`config.mk`:
```
export PLATFORM = sky130hd
export DESIGN_NAME = csel_adder_pipe
export DESIGN_NICKNAME = d
export VERILOG_FILES = /design/src/rtl/csel_adder_pipe.sv
export SDC_FILE = /design/constraint.sdc
export NUM_CORES = 1
export LEC_CHECK = 0
export ABC_AREA = 1
export BUFFER_PORTS_ARGS = -buffer_cell sky130_fd_sc_hd__buf_2
export CAP_MARGIN = 20
export CORE_ASPECT_RATIO = 1.4
export CORE_MARGIN = 2
export CORE_UTILIZATION = 61
export DETAILED_ROUTE_END_ITERATION = 16
export GPL_ROUTABILITY_DRIVEN = 1
export GPL_TIMING_DRIVEN = 0
export PLACE_DENSITY = 0.92
export SLEW_MARGIN = 20
export SYNTH_ARGS = -nofsm -noshare
export SYNTH_HDL_FRONTEND = slang
export SYNTH_SLANG_ARGS = --single-unit
export TNS_END_PERCENT = 10
```
`constraint.sdc`:
```
create_clock -name clk -period 3.9 [get_ports clk]
set_input_delay 0.78 -clock clk [delete_from_list [all_inputs] [get_ports clk]]
set_output_delay 0.78 -clock clk [all_outputs]
set_load 0.01 [all_outputs]
```
`src/rtl/csel_adder_pipe.sv`:
```
// csel_adder_pipe: two-stage pipelined carry-select adder/subtractor.
// Stage 1 registers, for every BLOCK-bit slice, the slice result under both
// possible carry-ins. Stage 2 resolves the slice carry chain, picks the right
// conditional results and registers sum, carry-out and signed overflow.
// Both stages use a valid/ready handshake that lets a stalled output stage
// still accept one more operation into an empty stage 1.
module csel_adder_pipe #(
  parameter int WIDTH = 16,  // operand width, integer multiple of BLOCK
  parameter int BLOCK = 4    // carry-select slice width, 1..WIDTH
) (
  input  logic             clk,
  input  logic             rst_n,
  input  logic             in_valid,
  output logic             in_ready,
  input  logic [WIDTH-1:0] a,
  input  logic [WIDTH-1:0] b,
  input  logic             cin,
  input  logic             sub,
  output logic             out_valid,
  input  logic             out_ready,
  output logic [WIDTH-1:0] sum,
  output logic             cout,
  output logic             ovf
);

  localparam int NBLK = WIDTH / BLOCK;

  typedef logic [NBLK-1:0][BLOCK-1:0] slice_vec_t;

  // Handshake
  logic adv1;
  logic adv2;
  logic v1_q;
  logic v2_q;

  // Stage-1 state and its next-state values
  logic [WIDTH-1:0] bx;
  slice_vec_t       s0_q, s0_d;
  slice_vec_t       s1_q, s1_d;
  logic [NBLK-1:0]  co0_q, co0_d;
  logic [NBLK-1:0]  co1_q, co1_d;
  logic             cm0_q, cm0_d;
  logic             cm1_q, cm1_d;
  logic             c0_q, c0_d;

  // Stage-2 state and its next-state values
  logic [NBLK:0]    csel;
  logic [WIDTH-1:0] sum_q, sum_d;
  logic             cout_q, cout_d;
  logic             ovf_q, ovf_d;

  // Stage 2 moves when it is empty or its result is being taken; stage 1
  // moves when it is empty or stage 2 moves. in_ready is combinational so a
  // full pipeline can shift on the same edge out_ready returns.
  assign adv2     = !v2_q || out_ready;
  assign adv1     = !v1_q || adv2;
  assign in_ready = adv1;

  // Stage 1: per-slice conditional sums for carry-in 0 and carry-in 1.
  always_comb begin
    // NOTE: every signal written here gets a default first; a path that
    // skips an assignment would otherwise infer a latch.
    bx    = sub ? ~b : b;
    c0_d  = sub ? ~cin : cin;
    s0_d  = '0;
    s1_d  = '0;
    co0_d = '0;
    co1_d = '0;
    for (int k = 0; k < NBLK; k++) begin
      {co0_d[k], s0_d[k]} = {1'b0, a[k*BLOCK +: BLOCK]}
                          + {1'b0, bx[k*BLOCK +: BLOCK]};
      {co1_d[k], s1_d[k]} = {1'b0, a[k*BLOCK +: BLOCK]}
                          + {1'b0, bx[k*BLOCK +: BLOCK]}
                          + {{BLOCK{1'b0}}, 1'b1};
    end
    // Carry into the MSB recovered from the MSB sum bit: s = a ^ bx ^ c.
    // This also covers BLOCK = 1, where it equals the assumed carry-in.
    cm0_d = s0_d[NBLK-1][BLOCK-1] ^ a[WIDTH-1] ^ bx[WIDTH-1];
    cm1_d = s1_d[NBLK-1][BLOCK-1] ^ a[WIDTH-1] ^ bx[WIDTH-1];
  end

  // Stage 2: resolve the slice carry chain and select the final result.
  always_comb begin
    csel    = '0;
    sum_d   = '0;
    csel[0] = c0_q;
    for (int k = 0; k < NBLK; k++) begin
      csel[k+1]                = csel[k] ? co1_q[k] : co0_q[k];
      sum_d[k*BLOCK +: BLOCK]  = csel[k] ? s1_q[k] : s0_q[k];
    end
    cout_d = csel[NBLK];
    ovf_d  = cout_d ^ (csel[NBLK-1] ? cm1_q : cm0_q);
  end

  // Valid flags for both stages.
  always_ff @(posedge clk or negedge rst_n) begin
    // NOTE: sequential state uses non-blocking assignments so every register
    // samples pre-edge values regardless of statement order.
    if (!rst_n) begin
      v1_q <= 1'b0;
      v2_q <= 1'b0;
    end else begin
      if (adv2) v2_q <= v1_q;
      if (adv1) v1_q <= in_valid;
    end
  end

  // Stage-1 data registers load only when an operation is accepted.
  always_ff @(posedge clk or negedge rst_n) begin
    // NOTE: the data registers are cleared on reset as well, so nothing left
    // from before a reset can be observed afterwards.
    if (!rst_n) begin
      s0_q  <= '0;
      s1_q  <= '0;
      co0_q <= '0;
      co1_q <= '0;
      cm0_q <= 1'b0;
      cm1_q <= 1'b0;
      c0_q  <= 1'b0;
    end else if (adv1 && in_valid) begin
      s0_q  <= s0_d;
      s1_q  <= s1_d;
      co0_q <= co0_d;
      co1_q <= co1_d;
      cm0_q <= cm0_d;
      cm1_q <= cm1_d;
      c0_q  <= c0_d;
    end
  end

  // Stage-2 result registers load only when a valid stage-1 entry moves in.
  always_ff @(posedge clk or negedge rst_n) begin
    if (!rst_n) begin
      sum_q  <= '0;
      cout_q <= 1'b0;
      ovf_q  <= 1'b0;
    end else if (adv2 && v1_q) begin
      sum_q  <= sum_d;
      cout_q <= cout_d;
      ovf_q  <= ovf_d;
    end
  end

  assign out_valid = v2_q;
  assign sum       = sum_q;
  assign cout      = cout_q;
  assign ovf       = ovf_q;

endmodule

```
==> flow_summary.ini <==
[power_and_ir_drop]
pwr-share-clk = 0.215
peakVddDrop_mv = 0.258
power_switching_uw = 924
pwr-share-seq = 0.409
power_frac_comb = 0.376
p_leak_uw = 0.00220
swShare = 0.380
power_density_nw_per_um2 = 574
intPower_uw = 1510

[clocking]
cts_tree = done
cts_root_buf = clkbuf_8
cts_resized = 0
clock_sinks = 63
postCtsSetupRepairBufs = 0
path_clk_slew_ns = 0.06
cts_hold_buf = 0
cts_buffer_depth = 2
cts_made_buffers = 9
clk_latency_ns = 0.34
cts-htree-levels = 3

[synthesis]
syn_inst = 435
synth_compound_area_frac = 0.107
async_flop_share = 1.00
yosys-top-cells-area = dfrtp_1, nand2_1, ha_1
synth.distinct_cells = 31
synthTopCellsByCount = nand2_1, dfrtp_1, inv_1, o21ai_0, nor2_1
syn_area_per_cell_sq_um = 8.47
yosysMostFrequentCell = nand2_1
seq_area_frac_synth = 0.428
synthXorXnorAreaFrac = 0.0693
synth_edf_count = 0
netlist.top_cell.by_area = dfrtp_1
ys.flop_type = dfrtp_1
yosys.area_share.simple = 0.240
synth_top_family_by_area = simple AND/OR/NAND/NOR gates
synth_top_area_share = 0.428
synth_fp_nets = 497
synthMuxAreaShare = 0
yosys_register_bits = 63
yosysWarningCount = 0
synth_area_sq_um = 3680
synth-adder-area-share = 0.0897

[grt]
antenna_found_initial = 0
grt.total_usage = 0.262
grt_remaining_overflow = 0
grt_max_degree = 64
grt_pass1_wl_mm = 13.7
grt_pass1_vias = 3166

[critical_path]
reg2reg_depth = 11
crit_fanout = 10
worstPathCellList = buf_6, buf_2, xor2_1, ha_1, inv_1, fa_1, xnor2_1, inv_1, nor2_1, nand2_1, nand2_1, o211ai_1
r2r_end = ovf
cp-startpoint = sub
crit_end = co1_q[3]
r2r_start = c0_q
cp_num_buf_inv = 4
worst-path-stages = 12
reg2reg_setup_slack_ns = 2.39
arrival_ns = 2.92
setup.worst_path.class = in2reg
slowest_delay_ns = 0.42
end_kind = flop
slowest_stage = fa_1
critPathLaunchType = input pin
crit_family = buffers and inverters
cp_data_required_time_ns = 4.10

[floorplanning]
num_rows = 33
initial_core_util = 0.628
die_x_microns = 69.7
ios = 58
design.core.area_sq_um = 5860
dieArea_sq_um = 6680
die_height_microns = 95.9

[final_layout]
ff_latch_area_sq_um = 1580
multi_input_area_sq_um = 1860
synthToLayoutAreaGrowth_pct = 15.0
nFillCells = 404
drive_gt1_frac = 0.196
nets = 564
antenna_cells = 0

[worst_hold_path]
hold_path_class = reg2reg

[sta]
fmax_mhz = 367
setup_violations = 0
finClkSkew_ns = 0.00793
post-route-period-util = 0.698
rsz0062_at_grt = no
tns_ns = 0
hold_viol = 0
slew_headroom = 0.490
worstMarginPinSlew_ns = 0.765
drv_slew = 0
setup_slack_ns = 1.18
min_period_ns = 2.72

[placement]
port_buffers = 56
place_congestion = 0.831
detailed_place_hpwl_mm = 6.04
dpl_worst_slack_ns = 0.898

[routing]
viasPerCell = 5.53
antenna_left = 0
routed.top_layer = met4
dr_wl_met3_microns = 488
drt_iter0_markers = 300
vias = 3181
routed-wl-met2_mm = 4.45
post_drt_wl_per_cell_microns = 14.4
totalWireLength_mm = 8.31
drcViolationCount = 0
wl_met1_mm = 3.16
dr.pass1.iters = 4

[job]
cap_violations = 0

[status]
status = finished, final reports clean
## metrics by stage
step / total power, uW / hold WS [ns] / instances / util / cell area, sq um
3_5_place_dp: 1890 / 0.461 / 561 / 0.691 / 4050
4_1_cts: 2430 / 0.483 / 575 / 0.722 / 4240
5_1_grt: 2590 / 0.501 / 575 / 0.722 / 4240
3_3_place_gp: 1830 / 0.458 / 561 / 0.691 / 4050
6_report: 2430 / 0.484 / 575 / 0.722 / 4240
2_1_floorplan: 1600 / 0.444 / 435 / - / 3680
## worst register-to-register path, stage by stage, from the launching register on
cell and delay [ns]:
dfrtp_1 0.37, buf_6 0.15, inv_6 0.10, nand2_8 0.07, nand3_4 0.09, nand3_4 0.12
nand2_4 0.14, nand2_2 0.06, nand2_2 0.07, nand2_1 0.05, nand3_1 0.10, nand2_1 0.07
## kinds of logic (layout without fill, tap and decap cells)
family | Yosys count | after routing
AO/OA/AOI/OAI | 71 | 71
XOR/XNOR | 27 | 27
adder cells (fa/ha/maj) | 24 | 24
buffers and inverters | 57 | 127
flip-flops | 63 | 63
AND/OR/NAND/NOR | 193 | 193
## power groups by stage
stage	clock network [uW]	registers, uW	logic, uW
final	523	996	915
after global placement	0	987	841
after CTS	526	992	915
after floorplan	0	1020	579
after detailed placement	0	1000	891
after global routing	550	1020	1020
## routing by layer
layer,track usage,vias up
li1,-,1540
met2,0.491,118
met5,0,-
met4,0.143,0
met3,0.0482,19
met1,0.279,1504
## layout by cell type, fill, tap and decap left out
cell and n:
a211oi_1 4, a21oi_1 4, a31oi_1 4, buf_2 64
buf_4 1, buf_6 2, clkbuf_1 5, clkbuf_8 13
dfrtp_1 63, fa_1 4, ha_1 20, inv_1 38
inv_2 3, inv_6 1, nand2_1 127, nand2_2 4
nand2_4 4, nand2_8 1, nand2b_1 1, nand3_1 19
nand3_2 1, nand3_4 4, nand3b_1 1, nand4_1 4
nor2_1 27, o211ai_1 2, o21a_1 4, o21ai_0 36
o21ai_1 14, o31ai_1 3, xnor2_1 11, xor2_1 15
xor2_4 1
## area by class of cell
| cell class | instances | share of cell area |
|---|---|---|
| buffer | 15 | 0.0195 |
| clock buffer | 14 | 0.0431 |
| inverter | 42 | 0.0384 |
| multi-input combinational | 315 | 0.439 |
| sequential | 63 | 0.372 |
| tap | 70 | 0.0207 |
| timing repair buffer | 56 | 0.0668 |
## how the worst min path moves through the flow
| stage | startpoint | end | slack, ns | depth (start not counted) |
|---|---|---|---|---|
| 5_1_grt | s0_q[8] | s0_q[8] | 0.50 | 2 |
| 3_3_place_gp | s0_q[4] | s0_q[4] | 0.46 | 2 |
| 4_1_cts | s0_q[10] | s0_q[10] | 0.48 | 2 |
| 3_5_place_dp | s0_q[6] | s0_q[6] | 0.46 | 2 |
| 2_1_floorplan | s1_q[9] | s1_q[9] | 0.44 | 2 |
| 6_report | s0_q[0] | s0_q[0] | 0.48 | 2 |
## sequential cells by signal, summed over array words and instances (netlist names), 4 cells and up
signal	flops
sum	16
co1_q	4
co0_q	4
s1_q	16
s0_q	16
Power figures use the tool's default switching activity.
